`config.mk`:
```
export PLATFORM = sky130hd
export DESIGN_NAME = cic_decimator_comb
export DESIGN_NICKNAME = d
export VERILOG_FILES = /design/src/rtl/cic_pkg.sv /design/src/rtl/cic_comb.sv /design/src/rtl/cic_decimator_comb.sv
export SDC_FILE = /design/constraint.sdc
export NUM_CORES = 1
export LEC_CHECK = 0
export BUFFER_PORTS_ARGS = -buffer_cell sky130_fd_sc_hd__buf_2
export CAP_MARGIN = 15
export CORE_MARGIN = 8
export CORE_UTILIZATION = 35
export DETAILED_ROUTE_END_ITERATION = 6
export PLACE_DENSITY = 0.58
export SETUP_SLACK_MARGIN = 0.5
export SLEW_MARGIN = 20
export SYNTH_ARGS = -nofsm -noshare
export SYNTH_HDL_FRONTEND = slang
export SYNTH_HIERARCHICAL = 1
export SYNTH_SLANG_ARGS = --single-unit
```
`constraint.sdc`:
```
create_clock -name clk -period 3.2 [get_ports clk]
set_input_delay 0 -clock clk [delete_from_list [all_inputs] [get_ports clk]]
set_output_delay 0 -clock clk [all_outputs]
set_load 0.005 [all_outputs]
```
`src/rtl/cic_pkg.sv`:
```
// rtl/cic_pkg.sv - shared constants, types and width helper for the CIC decimator comb section
// Contents:
//   DIFF_DELAY_MIN/MAX : legal range of the comb differential delay M
//   cic_dline_len_t    : type holding a comb delay-line length (1..DIFF_DELAY_MAX)
//   cic_width()        : register width needed for lossless CIC accumulation
package cic_pkg;

    localparam int DIFF_DELAY_MIN = 1;
    localparam int DIFF_DELAY_MAX = 2;

    typedef logic [$clog2(DIFF_DELAY_MAX+1)-1:0] cic_dline_len_t;

    // Bit growth of an N-stage CIC with decimation r and differential delay m
    // is n*log2(r*m); the integrators and combs must carry that many extra bits.
    function automatic int cic_width(input int in_bits, input int n, input int r, input int m);
        return in_bits + n * $clog2(r * m);
    endfunction

endpackage

```
`src/rtl/cic_comb.sv`:
```
// rtl/cic_comb.sv - one registered CIC comb stage, y = x - x[-DIFF_DELAY]
// Ports:
//   clk, rst_n : clock, asynchronous active-low reset
//   fire       : x is valid this clock; update y and shift the delay line
//   x          : stage input sample
//   y          : registered difference, modulo 2^WIDTH
//   y_valid    : y was updated on the last edge (one-clock pulse)
module cic_comb
    import cic_pkg::*;
#(
    parameter int WIDTH      = 32,
    parameter int DIFF_DELAY = 1
) (
    input  logic             clk,
    input  logic             rst_n,
    input  logic             fire,
    input  logic [WIDTH-1:0] x,
    output logic [WIDTH-1:0] y,
    output logic             y_valid
);

    localparam cic_dline_len_t DLINE_LEN = cic_dline_len_t'(DIFF_DELAY);

    if (DIFF_DELAY < DIFF_DELAY_MIN || DIFF_DELAY > DIFF_DELAY_MAX) begin : g_bad_delay
        $error("cic_comb: DIFF_DELAY out of range");
    end

    logic [WIDTH-1:0] r_dline [int'(DLINE_LEN)];
    logic [WIDTH-1:0] r_y;
    logic             r_y_valid;

    always_ff @(posedge clk or negedge rst_n) begin
        if (!rst_n) begin
            r_y       <= '0;
            r_y_valid <= 1'b0;
            for (int i = 0; i < int'(DLINE_LEN); i++) begin
                r_dline[i] <= '0;
            end
        end else begin
            r_y_valid <= fire;
            if (fire) begin
                // Subtraction wraps on purpose: CIC integrator overflow cancels here.
                r_y        <= x - r_dline[int'(DLINE_LEN)-1];
                r_dline[0] <= x;
                for (int i = 1; i < int'(DLINE_LEN); i++) begin
                    r_dline[i] <= r_dline[i-1];
                end
            end
        end
    end

    assign y       = r_y;
    assign y_valid = r_y_valid;

endmodule

```
`src/rtl/cic_decimator_comb.sv`:
```
// rtl/cic_decimator_comb.sv - CIC decimator back half: decimate, N comb stages, valid/ready output
// Ports:
//   clk, rst_n : clock, asynchronous active-low reset
//   ena        : input sample strobe shared with the integrators
//   data_in    : last integrator output (WIDTH, two's complement)
//   out_data   : filtered sample, top OUT_WIDTH bits of the final comb
//   out_valid  : out_data holds an unconsumed sample
//   out_ready  : consumer accepts out_data when out_valid & out_ready
//   overrun    : sticky, an unconsumed sample was overwritten
// Build option CIC_COMB_ROUND_EN: round-half-up with positive saturation instead of truncation.
module cic_decimator_comb
    import cic_pkg::*;
#(
    parameter int WIDTH      = 32,
    parameter int OUT_WIDTH  = 16,
    parameter int N_STAGES   = 3,
    parameter int DECIM      = 8,
    parameter int DIFF_DELAY = 1
) (
    input  logic                 clk,
    input  logic                 rst_n,
    input  logic                 ena,
    input  logic [WIDTH-1:0]     data_in,
    output logic [OUT_WIDTH-1:0] out_data,
    output logic                 out_valid,
    input  logic                 out_ready,
    output logic                 overrun
);

    localparam int                CNT_W    = $clog2(DECIM);
    localparam logic [CNT_W-1:0] CNT_LAST = CNT_W'(DECIM - 1);

    if (DECIM < 2 || N_STAGES < 1 || OUT_WIDTH > WIDTH) begin : g_bad_param
        $error("cic_decimator_comb: illegal DECIM, N_STAGES or OUT_WIDTH");
    end

    logic [CNT_W-1:0]               r_count;
    logic [WIDTH-1:0]               r_cap;
    logic                           r_cap_valid;
    logic [N_STAGES:0][WIDTH-1:0]   w_x;
    logic [N_STAGES:0]              w_v;
    logic [WIDTH-1:0]               w_final;
    logic [OUT_WIDTH-1:0]           w_result;
    logic [OUT_WIDTH-1:0]           r_out_data;
    logic                           r_out_valid;
    logic                           r_overrun;

    // Keep every DECIM-th sample: capture on the ena that completes the count.
    always_ff @(posedge clk or negedge rst_n) begin
        if (!rst_n) begin
            r_count     <= '0;
            r_cap       <= '0;
            r_cap_valid <= 1'b0;
        end else begin
            r_cap_valid <= 1'b0;
            if (ena) begin
                if (r_count == CNT_LAST) begin
                    r_count     <= '0;
                    r_cap       <= data_in;
                    r_cap_valid <= 1'b1;
                end else begin
                    r_count <= r_count + 1'b1;
                end
            end
        end
    end

    assign w_x[0] = r_cap;
    assign w_v[0] = r_cap_valid;

    for (genvar k = 0; k < N_STAGES; k++) begin : g_comb
        cic_comb #(
            .WIDTH      (WIDTH),
            .DIFF_DELAY (DIFF_DELAY)
        ) u_comb (
            .clk     (clk),
            .rst_n   (rst_n),
            .fire    (w_v[k]),
            .x       (w_x[k]),
            .y       (w_x[k+1]),
            .y_valid (w_v[k+1])
        );
    end

    assign w_final = w_x[N_STAGES];

`ifdef CIC_COMB_ROUND_EN
    localparam int               RSH  = (WIDTH > OUT_WIDTH) ? (WIDTH - OUT_WIDTH - 1) : 0;
    localparam logic [WIDTH-1:0] HALF = WIDTH'(1) << RSH;

    if (WIDTH <= OUT_WIDTH) begin : g_bad_round
        $error("cic_decimator_comb: rounding needs WIDTH > OUT_WIDTH");
    end

    logic [WIDTH-1:0] w_rsum;
    logic             w_rovf;

    // Only a non-negative value can cross into the sign bit when adding half an LSB.
    assign w_rsum   = w_final + HALF;
    assign w_rovf   = ~w_final[WIDTH-1] & w_rsum[WIDTH-1];
    assign w_result = w_rovf ? {1'b0, {(OUT_WIDTH-1){1'b1}}} : w_rsum[WIDTH-1 -: OUT_WIDTH];

    if (WIDTH > OUT_WIDTH) begin : g_drop_lsbs
        logic w_unused_lsbs;
        assign w_unused_lsbs = ^w_rsum[WIDTH-OUT_WIDTH-1:0];
    end
`else
    assign w_result = w_final[WIDTH-1 -: OUT_WIDTH];

    if (WIDTH > OUT_WIDTH) begin : g_drop_lsbs
        logic w_unused_lsbs;
        assign w_unused_lsbs = ^w_final[WIDTH-OUT_WIDTH-1:0];
    end
`endif

    // A load wins over a transfer; a load onto an unconsumed sample is an overrun.
    always_ff @(posedge clk or negedge rst_n) begin
        if (!rst_n) begin
            r_out_data  <= '0;
            r_out_valid <= 1'b0;
            r_overrun   <= 1'b0;
        end else begin
            if (w_v[N_STAGES]) begin
                r_out_data  <= w_result;
                r_out_valid <= 1'b1;
                if (r_out_valid && !out_ready) begin
                    r_overrun <= 1'b1;
                end
            end else if (r_out_valid && out_ready) begin
                r_out_valid <= 1'b0;
            end
        end
    end

    assign out_data  = r_out_data;
    assign out_valid = r_out_valid;
    assign overrun   = r_overrun;

endmodule

```
## After elaboration in Yosys (flattened, before gate mapping)

Index checks and enable logic that the tools add are counted.

- Register bits: 249
- Latch bits: 0
- RAM bits: 0
- Bits in read-only memories: 0
- Input bits: 36
- Output and inout port bits: 18
- Word-level logic and storage cells: 31
- Memories kept: 0

- Add/sub/neg operators: 4
- Multipliers: 0
- Div/mod/pow operators: 0
- Magnitude comparators: 0
- Equal/unequal tests: 1
- Shifts and indexed selects: 0
- Mux-type cells: 5
- Bitwise operators: 0
- Reduce and logical (&&, ||, !) cells: 6

Operators by type and width:

| operator | number |
|---|---|
| $sub 32x32->32 | 3 |
| $mux 1 | 4 |
| $reduce_and 2->1 | 2 |
| $add 3x1->3 const B | 1 |
| $eq 3x3->1 const B | 1 |
| $mux 3 | 1 |
| $logic_and 1x1->1 | 2 |
| $reduce_bool 2->1 | 1 |
| $logic_not 1->1 | 1 |

## Longest topological paths before layout

- Word-level depth: 3
- Depth in mapped cells: 11

## Cells and area by module

The synthesis kept the hierarchy.

Modules (own cells, without submodules):

| module | times used | cells an instance | area each (um^2) | seq. area each (um^2) |
|---|---|---|---|---|
| cic_comb at g_comb[0].u_comb ... | 2 | 458 | 4197.8 | 1626.6 |
| cic_comb at g_comb[2].u_comb | 1 | 474 | 4321.6 | 1626.6 |
| cic_decimator_comb | 1 | 120 | 2149.6 | 1351.3 |

## Worst setup path before layout

Ideal clock, no wire load.

- Path kind: register to register
- Start: register r_cap[0]
- End: register g_comb[0].u_comb.r_y[26]
- Arrival time: 2.457 ns
- Data required time: 3.075 ns
- Path slack: 0.617 ns
- Stages on the path, launching flop included: 12
- Path buffers: 0
- Path through: dfrtp_1 -> inv_1 -> ha_1 -> fa_1 -> nand2b_1 -> a21o_1 -> a31oi_2 -> a21o_4 -> o21ai_2 -> o31ai_2 -> xor2_1 -> mux2_4

- Word-level cells in the longest chain between the ends: 1

Ends and longest elaborated chain:

| what | line | RTL |
|---|---|---|
| start, declared | cic_decimator_comb.sv:38 | `logic [WIDTH-1:0] r_cap;` |
| start signal, assigned | cic_decimator_comb.sv:59 | `r_cap <= data_in;` |
| $sub 32x32->32 | cic_comb.sv:43 | `r_y <= x - r_dline[int'(DLINE_LEN)-1];` |
| end signal, assigned | cic_comb.sv:43 |  |
| end, declared | cic_comb.sv:29 | `logic [WIDTH-1:0] r_y;` |

Every way passes these cells.
A chain may end at the register's enable or synchronous reset.

## Worst setup path in the final report

- Start: register r_cap[17]
- End: register g_comb[0].u_comb.r_y[29]

The elaborated chain is that of the path after synthesis.

==> flow_summary.toml <==
[worst_setup_path]
timing.rr.start = "r_cap[17]$_DFFE_PN0P_"
critPathMaxStageDelay_ns = 0.41
crit_chain = "ha_2 -> nand4_1 -> nor3_4 -> nand4_1 -> o211ai_4 -> o41ai_4 -> or3b_1 -> nand4_1 -> nand4b_1"
cp-end-kind = "flip-flop"
cp_data_arrival_time_ns = 3.06
cpMaxStageDelayCell = "ha_2"
crit_type = "flip-flop to flip-flop"
cpMostUsedCell = "nand4_1"
cp.required_ns = 3.63
critPathLaunch = "r_cap[17]$_DFFE_PN0P_"
cp_max_fo = 7
start_kind = "flip-flop"

[finish]
final_area_um2 = 16500
antenna_cells = 0
final_cell_mix = "230 x dfrtp_1, 165 x nand2_1, 126 x inv_1"
syn2layout_area_growth_pct = 16.7
final_util_pct = 41.4
drive_above_1_share_pct = 19.6
seq_area_um2 = 5840
nFillCells = 3871
multiInputGateArea_um2 = 7740
nNetsFinal = 1665
final_common_cell = "dfrtp_1"

[clock_tree]
cts_root_buf = "clkbuf_16"
path_clk_slew_ns = 0.05
insertion_delay_ns = 0.56
clockBufferDepth = 3
tritoncts = "done"
cts_max_level = 1
clock_sinks = 233
cts_buffers = 27

[route]
postRouteAntennaNets = 0
viasPerCell = 4.95
avgRoutedWirePerCell_um = 13.7
routed_wirelength_um = 28500
dr.pass1.iters = 5
drt-initial-drc-count = 625
vias = 10300
drc_errors = 0

[grt]
grt_pass1_wl_um = 50100
grt_max_degree = 101
gr-total-overflow = 0
grtUsageTotal_pct = 12.2
antenna_found_initial = 0
grt_pass1_vias = 10200

[sta]
setup_tns_ns = 0
max_clock_freq_mhz = 380
post-route-period-util_pct = 82.3
worst_slack_ns = 0.566
fin_crit_ns = 2.63
hold_violations = 0
worstMarginPinSlew_ns = 1.02
finalMaxSlewViolations = 0
grt_setup_unrepaired = "true"
max-slew-margin-rel_pct = 32.2
setup_viol = 0
skew_ns = 0.0221

[place]
dpl_worst_slack_ns = 0.350
place_congestion = 0.849
dpl_cell_area_um2 = 14800
portBuffers = 53
place_hpwl_um = 20300

[hold_path]
hp-class = "input port to asynchronous set/reset pin"

[run_status]
status = "finished clean"

[floorplan]
die_x_um = 217
start_util_pct = 35.5
rows = 73
core_area_um2 = 39700
dieHeight_um = 217
io_pins = 54
dieArea_um2 = 47000

[job]
drv_cap = 0

[yosys]
synth_warnings = 6
syn_avg_cell_area_um2 = 9.74
synth_cells = 1448
syn-cell-area_um2 = 14100
syn-num-nets = 1582
==> sequential cells by signal (all words and copies together), names as in the netlist, 3 cells and up <==
| name | cells |
|---|---|
| g_comb.u_comb/y | 80 |
| g_comb.u_comb/r_dline | 96 |
| out_data | 16 |
| r_cap | 32 |
| g_comb.u_comb/y_valid | 3 |
| r_count | 3 |
==> critical path: cells and delay by family (launching register included) <==
family | cells | cell delay (ns)
and+or+nand+nor | 6 | 1.31
adders and majority gates | 1 | 0.41
DFF | 1 | 0.39
AOI/OAI and AO/OA | 2 | 0.39
==> worst paths after layout <==
check	to	slack, ns	cells after the start
min in group clk	r_cap[22]$_DFFE_PN0P_	0.20	3
worst max register to register	g_comb[0].u_comb/y[29]$_DFFE_PN0P_	0.57	9
max in group asynchronous	g_comb[1].u_comb/y_valid$_DFF_PN0_	2.23	3
worst min register to register	overrun$_DFFE_PN0P_	0.47	1
worst max-delay path	g_comb[0].u_comb/y[29]$_DFFE_PN0P_	0.57	9
worst min-delay path	g_comb[0].u_comb/y[2]$_DFFE_PN0P_	0.006	2
==> routing by layer <==
layer | vias up | track usage (%) | part of all wire [%]
met3 | 51 | 2.07 | 3.5
met2 | 162 | 18.6 | 42
met4 | 0 | 3.70 | 2.8
met5 | - | 0 | 0
li1 | 5244 | - | -
met1 | 4808 | 17.5 | 52
==> layout make-up <==
type | instances | area share [%]
multi-input combinational | 1028 | 47.0
sequential | 233 | 35.5
timing repair buffer | 115 | 5.26
clock buffer | 43 | 4.90
tap | 525 | 3.99
inverter | 126 | 2.87
clock inverter | 3 | 0.486
==> stage by stage <==
step           hold slack (ns)  std cells
6_report               0.00562       2073
5_1_grt                 0.0337       2073
4_1_cts                0.00927       2061
3_5_place_dp           0.00442       1976
3_3_place_gp          -0.00301       1976
2_1_floorplan           -0.296       1448
==> what timing repair did <==
item,in CTS,in global routing
endpoints found under the hold margin,231,0
resized for setup,14,36
pin swaps,9,22
buffers inserted,4,12
endpoints found under the setup margin,8,20
hold buffers,35,0
Power is not shown: default switching activity piles up to over one toggle a cycle in this logic, so the estimate is an artifact.
